## config.mk

```make
export PLATFORM = sky130hd
export DESIGN_NAME = cook_timer
export DESIGN_NICKNAME = d
export VERILOG_FILES = /design/src/rtl/microwave_pkg.sv /design/src/rtl/bcd_down_digit.sv /design/src/rtl/cook_timer.sv
export SDC_FILE = /design/constraint.sdc
export NUM_CORES = 1
export LEC_CHECK = 0
export ABC_AREA = 1
export CORE_MARGIN = 8
export CORE_UTILIZATION = 52
export CTS_CLUSTER_DIAMETER = 30
export DETAILED_ROUTE_END_ITERATION = 8
export PLACE_DENSITY_LB_ADDON = 0.12
export SLEW_MARGIN = 20
export SYNTH_ARGS = -nofsm -noshare
export SYNTH_HDL_FRONTEND = slang
export SYNTH_HIERARCHICAL = 1
export SYNTH_SLANG_ARGS = --single-unit
export TNS_END_PERCENT = 5
```

## constraint.sdc

```tcl
create_clock -name clk -period 5.95 [get_ports clk]
set_input_delay 0.8925 -clock clk [delete_from_list [all_inputs] [get_ports clk]]
set_output_delay 0.8925 -clock clk [all_outputs]
set_load 0.1 [all_outputs]
```

## src/rtl/microwave_pkg.sv

```systemverilog
// Shared types and constants for the microwave cook timer: FSM state
// encoding and BCD digit limits used by the timer and its digit cells.
package microwave_pkg;

    // Timer control states; encoding is fixed so external tools can decode it.
    typedef enum logic [1:0] {
        IDLE   = 2'd0,   // count is 00:00, waiting for keypad entry
        ARMED  = 2'd1,   // count nonzero, not yet running
        RUN    = 2'd2,   // counting down while the magnetron is on
        PAUSED = 2'd3    // count nonzero, magnetron off mid-cook
    } state_e;

    localparam int BCD_W = 4;

    typedef logic [BCD_W-1:0] bcd_t;

    localparam bcd_t BCD_MAX       = 4'd9;
    localparam bcd_t SEC_TENS_WRAP = 4'd5;

    // True when a keypad code is a legal decimal digit.
    function automatic logic is_bcd(input bcd_t d);
        return d <= BCD_MAX;
    endfunction

endpackage

```

## src/rtl/bcd_down_digit.sv

```systemverilog
// One BCD digit of the countdown. Priority: clear, then keypad load,
// then decrement. On decrement from 0 it reloads wrap_val and raises
// borrow_out so the next more-significant digit decrements too.
module bcd_down_digit
    import microwave_pkg::*;
(
    input  logic clk,
    input  logic reset,
    input  logic clr,
    input  logic load_en,
    input  bcd_t load_val,
    input  logic dec_en,
    input  bcd_t wrap_val,
    output bcd_t value,
    output bcd_t value_next,
    output logic borrow_out
);

    bcd_t value_q;
    bcd_t value_d;

    // Next digit value: clear beats load beats decrement.
    always_comb begin
        // NOTE: default first so every path assigns value_d; otherwise a latch is inferred.
        value_d = value_q;
        if (clr) begin
            value_d = '0;
        end else if (load_en) begin
            value_d = load_val;
        end else if (dec_en) begin
            value_d = (value_q == '0) ? wrap_val : value_q - 1'b1;
        end
    end

    // Digit register with asynchronous reset to zero.
    always_ff @(posedge clk or posedge reset) begin
        // NOTE: non-blocking assignment keeps every flop updating from pre-edge values.
        if (reset) begin
            value_q <= '0;
        end else begin
            value_q <= value_d;
        end
    end

    assign value      = value_q;
    assign value_next = value_d;
    assign borrow_out = dec_en && (value_q == '0);

endmodule

```

## src/rtl/cook_timer.sv

```systemverilog
// MM:SS BCD countdown timer feeding the magnetron controller. Digits are
// keyed in while stopped, the count drops once per second while the
// magnetron is on, and expiry is flagged by timer_done and done_pulse.
module cook_timer
    import microwave_pkg::*;
#(
    parameter int TICKS_PER_SEC = 100,
    parameter int PRESC_W       = 20
)
(
    input  logic             clk,
    input  logic             reset,
    input  logic             clearn,
    input  logic             digit_valid,
    input  logic [BCD_W-1:0] digit,
    input  logic             magnetron_on,
    output logic [BCD_W-1:0] min_tens,
    output logic [BCD_W-1:0] min_ones,
    output logic [BCD_W-1:0] sec_tens,
    output logic [BCD_W-1:0] sec_ones,
    output logic             timer_done,
    output logic             done_pulse,
    output logic             running
);

    // Prescaler value on which a one-second tick fires.
    localparam logic [PRESC_W-1:0] TICK_LAST = PRESC_W'(TICKS_PER_SEC - 1);

    state_e             state_q, state_d;
    logic [PRESC_W-1:0] presc_q, presc_d;
    logic               timer_done_q, timer_done_d;
    logic               done_pulse_q, done_pulse_d;

    bcd_t min_tens_next, min_ones_next, sec_tens_next, sec_ones_next;

    logic clear;
    logic entry_ok;
    logic count_zero;
    logic next_zero;
    logic tick;
    logic dec_sec_tens;
    logic dec_min_ones;
    logic dec_min_tens;
    logic unused_borrow;

    assign clear      = ~clearn;
    assign count_zero = ({min_tens, min_ones, sec_tens, sec_ones} == '0);
    assign next_zero  = ({min_tens_next, min_ones_next,
                          sec_tens_next, sec_ones_next} == '0);

    // Keypad entry only while stopped and not being cleared; bad codes dropped.
    assign entry_ok = clearn && digit_valid && !magnetron_on && is_bcd(digit)
                   && ((state_q == IDLE) || (state_q == ARMED));

    // One-second tick; gated on a nonzero count so 00:00 never wraps.
    assign tick = clearn && (state_q == RUN) && magnetron_on
               && (presc_q == TICK_LAST) && !count_zero;

    // Digit chain, least significant first. Entry shifts every digit left
    // by one position; the borrow ripples upward on each tick.
    bcd_down_digit u_sec_ones (
        .clk        (clk),
        .reset      (reset),
        .clr        (clear),
        .load_en    (entry_ok),
        .load_val   (digit),
        .dec_en     (tick),
        .wrap_val   (BCD_MAX),
        .value      (sec_ones),
        .value_next (sec_ones_next),
        .borrow_out (dec_sec_tens)
    );

    bcd_down_digit u_sec_tens (
        .clk        (clk),
        .reset      (reset),
        .clr        (clear),
        .load_en    (entry_ok),
        .load_val   (sec_ones),
        .dec_en     (dec_sec_tens),
        .wrap_val   (SEC_TENS_WRAP),
        .value      (sec_tens),
        .value_next (sec_tens_next),
        .borrow_out (dec_min_ones)
    );

    bcd_down_digit u_min_ones (
        .clk        (clk),
        .reset      (reset),
        .clr        (clear),
        .load_en    (entry_ok),
        .load_val   (sec_tens),
        .dec_en     (dec_min_ones),
        .wrap_val   (BCD_MAX),
        .value      (min_ones),
        .value_next (min_ones_next),
        .borrow_out (dec_min_tens)
    );

    // The top borrow could only fire when decrementing from 00:00, which tick prevents.
    bcd_down_digit u_min_tens (
        .clk        (clk),
        .reset      (reset),
        .clr        (clear),
        .load_en    (entry_ok),
        .load_val   (min_ones),
        .dec_en     (dec_min_tens),
        .wrap_val   (BCD_MAX),
        .value      (min_tens),
        .value_next (min_tens_next),
        .borrow_out (unused_borrow)
    );

    // Next state, prescaler and expiry flags; clear dominates entry and tick.
    always_comb begin
        state_d      = state_q;
        presc_d      = presc_q;
        timer_done_d = next_zero;
        done_pulse_d = 1'b0;

        if (clear) begin
            state_d = IDLE;
            presc_d = '0;
        end else if (entry_ok) begin
            // Shifting can drop the only nonzero digit, so re-derive the state.
            state_d = next_zero ? IDLE : ARMED;
            presc_d = '0;
        end else begin
            unique case (state_q)
                IDLE: begin
                    // magnetron_on with nothing to count is ignored.
                    state_d = IDLE;
                end
                ARMED: begin
                    if (magnetron_on) begin
                        state_d = RUN;
                    end
                end
                RUN: begin
                    if (!magnetron_on) begin
                        // Prescaler is held so the partial second survives the pause.
                        state_d = PAUSED;
                    end else if (count_zero) begin
                        state_d = IDLE;
                    end else if (tick) begin
                        presc_d = '0;
                        if (next_zero) begin
                            state_d      = IDLE;
                            done_pulse_d = 1'b1;
                        end
                    end else begin
                        presc_d = presc_q + 1'b1;
                    end
                end
                PAUSED: begin
                    if (magnetron_on) begin
                        state_d = RUN;
                    end
                end
                default: begin
                    state_d = IDLE;
                end
            endcase
        end
    end

    // Control registers; reset leaves the timer idle and flagged as done.
    always_ff @(posedge clk or posedge reset) begin
        if (reset) begin
            state_q      <= IDLE;
            presc_q      <= '0;
            timer_done_q <= 1'b1;
            done_pulse_q <= 1'b0;
        end else begin
            state_q      <= state_d;
            presc_q      <= presc_d;
            timer_done_q <= timer_done_d;
            done_pulse_q <= done_pulse_d;
        end
    end

    assign timer_done = timer_done_q;
    assign done_pulse = done_pulse_q;
    assign running    = (state_q == RUN);

endmodule

```

==> results.sh <==
export IMPL_timing_worst_setup_path_type="input pin to flip-flop"
export IMPL_clk_latency_ns=0.30
export IMPL_layout_area_seq_um2=1000
export IMPL_detail_route_wirelength_um=8030
export IMPL_cts_root_buf="clkbuf_8"
export IMPL_grt_ovfl_total=0
export IMPL_slew_viol_final=0
export IMPL_clkSlewWorstSetupHoldPaths_ns=0.09
export IMPL_switching_share=0.335
export IMPL_post_route_drc_count=0
export IMPL_design_core_area_um2=5850
export IMPL_ioPinCount=28
export IMPL_num_antenna_cells=0
export IMPL_slowest_stage="clkdlybuf4s50_1"
export IMPL_worst_voltage_drop_across_the_vdd_grid_uv=113
export IMPL_routabilityCongestion=0.935
export IMPL_list_of_cells_traversed_by_the_critical_path="clkdlybuf4s50_1, inv_1, nor4_1, nand4_1, nor2_1, inv_1, nor2_1, inv_1, nor2_1, inv_1, nor2_1, inv_1, a21oi_1, a21oi_1, nor2_1, nand2_1, nor2_1, nand2_1, nand3_1, nand3_1, nand2_1, nand2_1"
export IMPL_grt_pass1_vias=2995
export IMPL_tritoncts="yes"
export IMPL_critPathLaunchType="input pin"
export IMPL_critical_path_most_common_cell="nor2_1"
export IMPL_die_area_um2=8720
export IMPL_worst_path_max_fanout=8
export IMPL_num_nets_final=561
export IMPL_std_cell_rows=28
export IMPL_grt_pass1_wl_um=13400
export IMPL_cts_path_max_buffers=2
export IMPL_endpoint_kind="flip-flop"
export IMPL_critical_path_required_ns=6.15
export IMPL_floorplan_die_height_um=93.4
export IMPL_dr_total_vias=3204
export IMPL_cts_hold_buffers=0
export IMPL_tightest_slew_ns=0.981
export IMPL_static_leakage_power_uw=0.00182
export IMPL_area_added_between_synthesis_and_finish_pct=15.4
export IMPL_ratio_of_final_minimum_period_to_clock_period=0.782
export IMPL_multiInputGateArea_um2=1810
export IMPL_setup_viol=0
export IMPL_max_freq_mhz=215
export IMPL_pre_cts_slack_ns=1.03
export IMPL_postCtsSetupRepairBufs=0
export IMPL_final_cell_count_without_fillers=623
export IMPL_htreeDepth=2
export IMPL_cp_buffers_inverters=6
export IMPL_mappedNetlistArea_um2=3110
export IMPL_sequentialPowerShare=0.429
export IMPL_die_span_in_x_um=93.4
export IMPL_path_type_of_the_worst_min_delay_path="flip-flop to flip-flop"
export IMPL_initial_utilization=0.532
export IMPL_drtPass1Iterations=5
export IMPL_hold_worst_slack_ns=0.567
export IMPL_maximum_number_of_pins_on_one_net_before_global_route_repair=25
export IMPL_worst_clock_skew_ns=0.0113
export IMPL_relSlewSlack=0.344
export IMPL_netlist_instances=504
export IMPL_cp_arrival_ns=4.85
export IMPL_design_power_total_uw=675
export IMPL_detailed_place_hpwl_um=6160
export IMPL_reg2reg_slack_ns=1.98
export IMPL_final_period_minus_worst_setup_slack_ns=4.65
export IMPL_cts_buffers_inserted=5
export IMPL_cellPowerDensity_nw_per_um2=188
export IMPL_ys_warnings_count=6
export IMPL_clock_power_share=0.333
export IMPL_cts_repair_resize_count=0
export IMPL_total_switching_power_uw=226
export IMPL_status="complete, no violations"
export IMPL_global_route_usage_sum=0.187
export IMPL_rsz0062_at_grt="no"
export IMPL_fraction_of_layout_cells_with_a_size_suffix_above_1=0.0693
export IMPL_tritoncts_num_sinks=40
export IMPL_critPathTopFamily="simple AND/OR/NAND/NOR gates"
export IMPL_n_fill_cell=570
export IMPL_place_inst=615
export IMPL_via_per_inst=5.14
export IMPL_comb_power_share=0.238
export IMPL_syn_mean_instance_area_um2=6.18
export IMPL_internal_power_uw=449
export IMPL_maxCapViolations=0
export IMPL_finalHoldViolCount=0
export IMPL_number_of_antenna_violations_at_the_first_check_in_global_routing=0
export IMPL_cp_slowest_stage_delay_ns=0.69
export IMPL_tns_ns=0
export IMPL_postLayoutSetupSlackWorst_ns=1.30
export IMPL_postRouteAntennaNets=0
export IMPL_detail_route_iter0_violations=270
export IMPL_place_port_buffers=27
export IMPL_route_detailed_wl_per_inst_um=12.9
## worst register-to-register path, stage by stage, from the launching register on
cell     delay, ns
dfrtp_1       0.43
ha_1          0.32
inv_1         0.08
nor4_1        0.27
nand4_1       0.16
nor2_1        0.30
inv_1         0.14
nor2_1        0.28
inv_1         0.14
nor2_1        0.27
inv_1         0.13
nor2_1        0.31
inv_1         0.13
a21oi_1       0.14
a21oi_1       0.10
nor2_1        0.11
nand2_1       0.06
nor2_1        0.09
nand2_1       0.11
nand3_1       0.13
nand3_1       0.08
nand2_1       0.06
nand2_1       0.04
## metrics by stage
step | cell area, µm² | utilization
finish | 3590 | 0.614
global route | 3590 | 0.614
CTS | 3590 | 0.614
detailed placement | 3480 | 0.595
global placement | 3480 | 0.595
floorplan | 3170 | -
## flip-flops by register name, summed over array words and instances (netlist names)
name	cells
done_pulse	1
presc_q	20
state_q	2
timer_done	1
u_min_ones/value	4
u_min_tens/value	4
u_sec_ones/value	4
u_sec_tens/value	4
## per-layer routing
metal / GRT usage / wire length [µm] / up-vias
met5: 0 / 0 / -
met4: 0.0389 / 63 / 0
met3: 0.0288 / 432 / 7
met2: 0.358 / 4220 / 85
met1: 0.210 / 3310 / 1457
li1: - / - / 1655
## power groups by stage
stage,Sequential [µW],Clock [µW],Combinational [µW]
2_1_floorplan,339,0,79.9
3_3_place_gp,295,0,159
3_5_place_dp,295,0,160
4_1_cts,290,231,161
5_1_grt,291,240,175
6_report,290,225,161
## cell usage in the layout (no fill, tap or decap), types with 8 or more instances in the layout
master,n
o21ai_0,27
nand3b_1,8
nand3_1,56
a21oi_1,26
nand2_1,124
inv_1,78
nand2_2,15
nand4_1,10
nor2_1,87
clkdlybuf4s50_1,27
conb_1,16
dfrtp_1,39
## worst paths after layout
| kind | start | endpoint | cells past startpoint |
|---|---|---|---|
| hold / removal | state_q[1] | state_q[1] | 2 |
| hold reg to reg | state_q[1] | state_q[1] | 2 |
| setup reg to reg | presc_q[1] | state_q[1] | 22 |
| max in group asynchronous | reset | presc_q[15] | 2 |
| min in group asynchronous | reset | u_sec_ones/value[1] | 2 |
| setup / recovery | clearn | state_q[1] | 22 |
## area by class of cell
cell class / instances / area share
sequential: 40 / 0.279
clock buffer: 6 / 0.0202
timing repair buffer: 27 / 0.0753
multi-input combinational: 393 / 0.505
inverter: 80 / 0.0843
clock inverter: 2 / 0.00976
tap: 75 / 0.0261
Power figures use the tool's default switching activity.
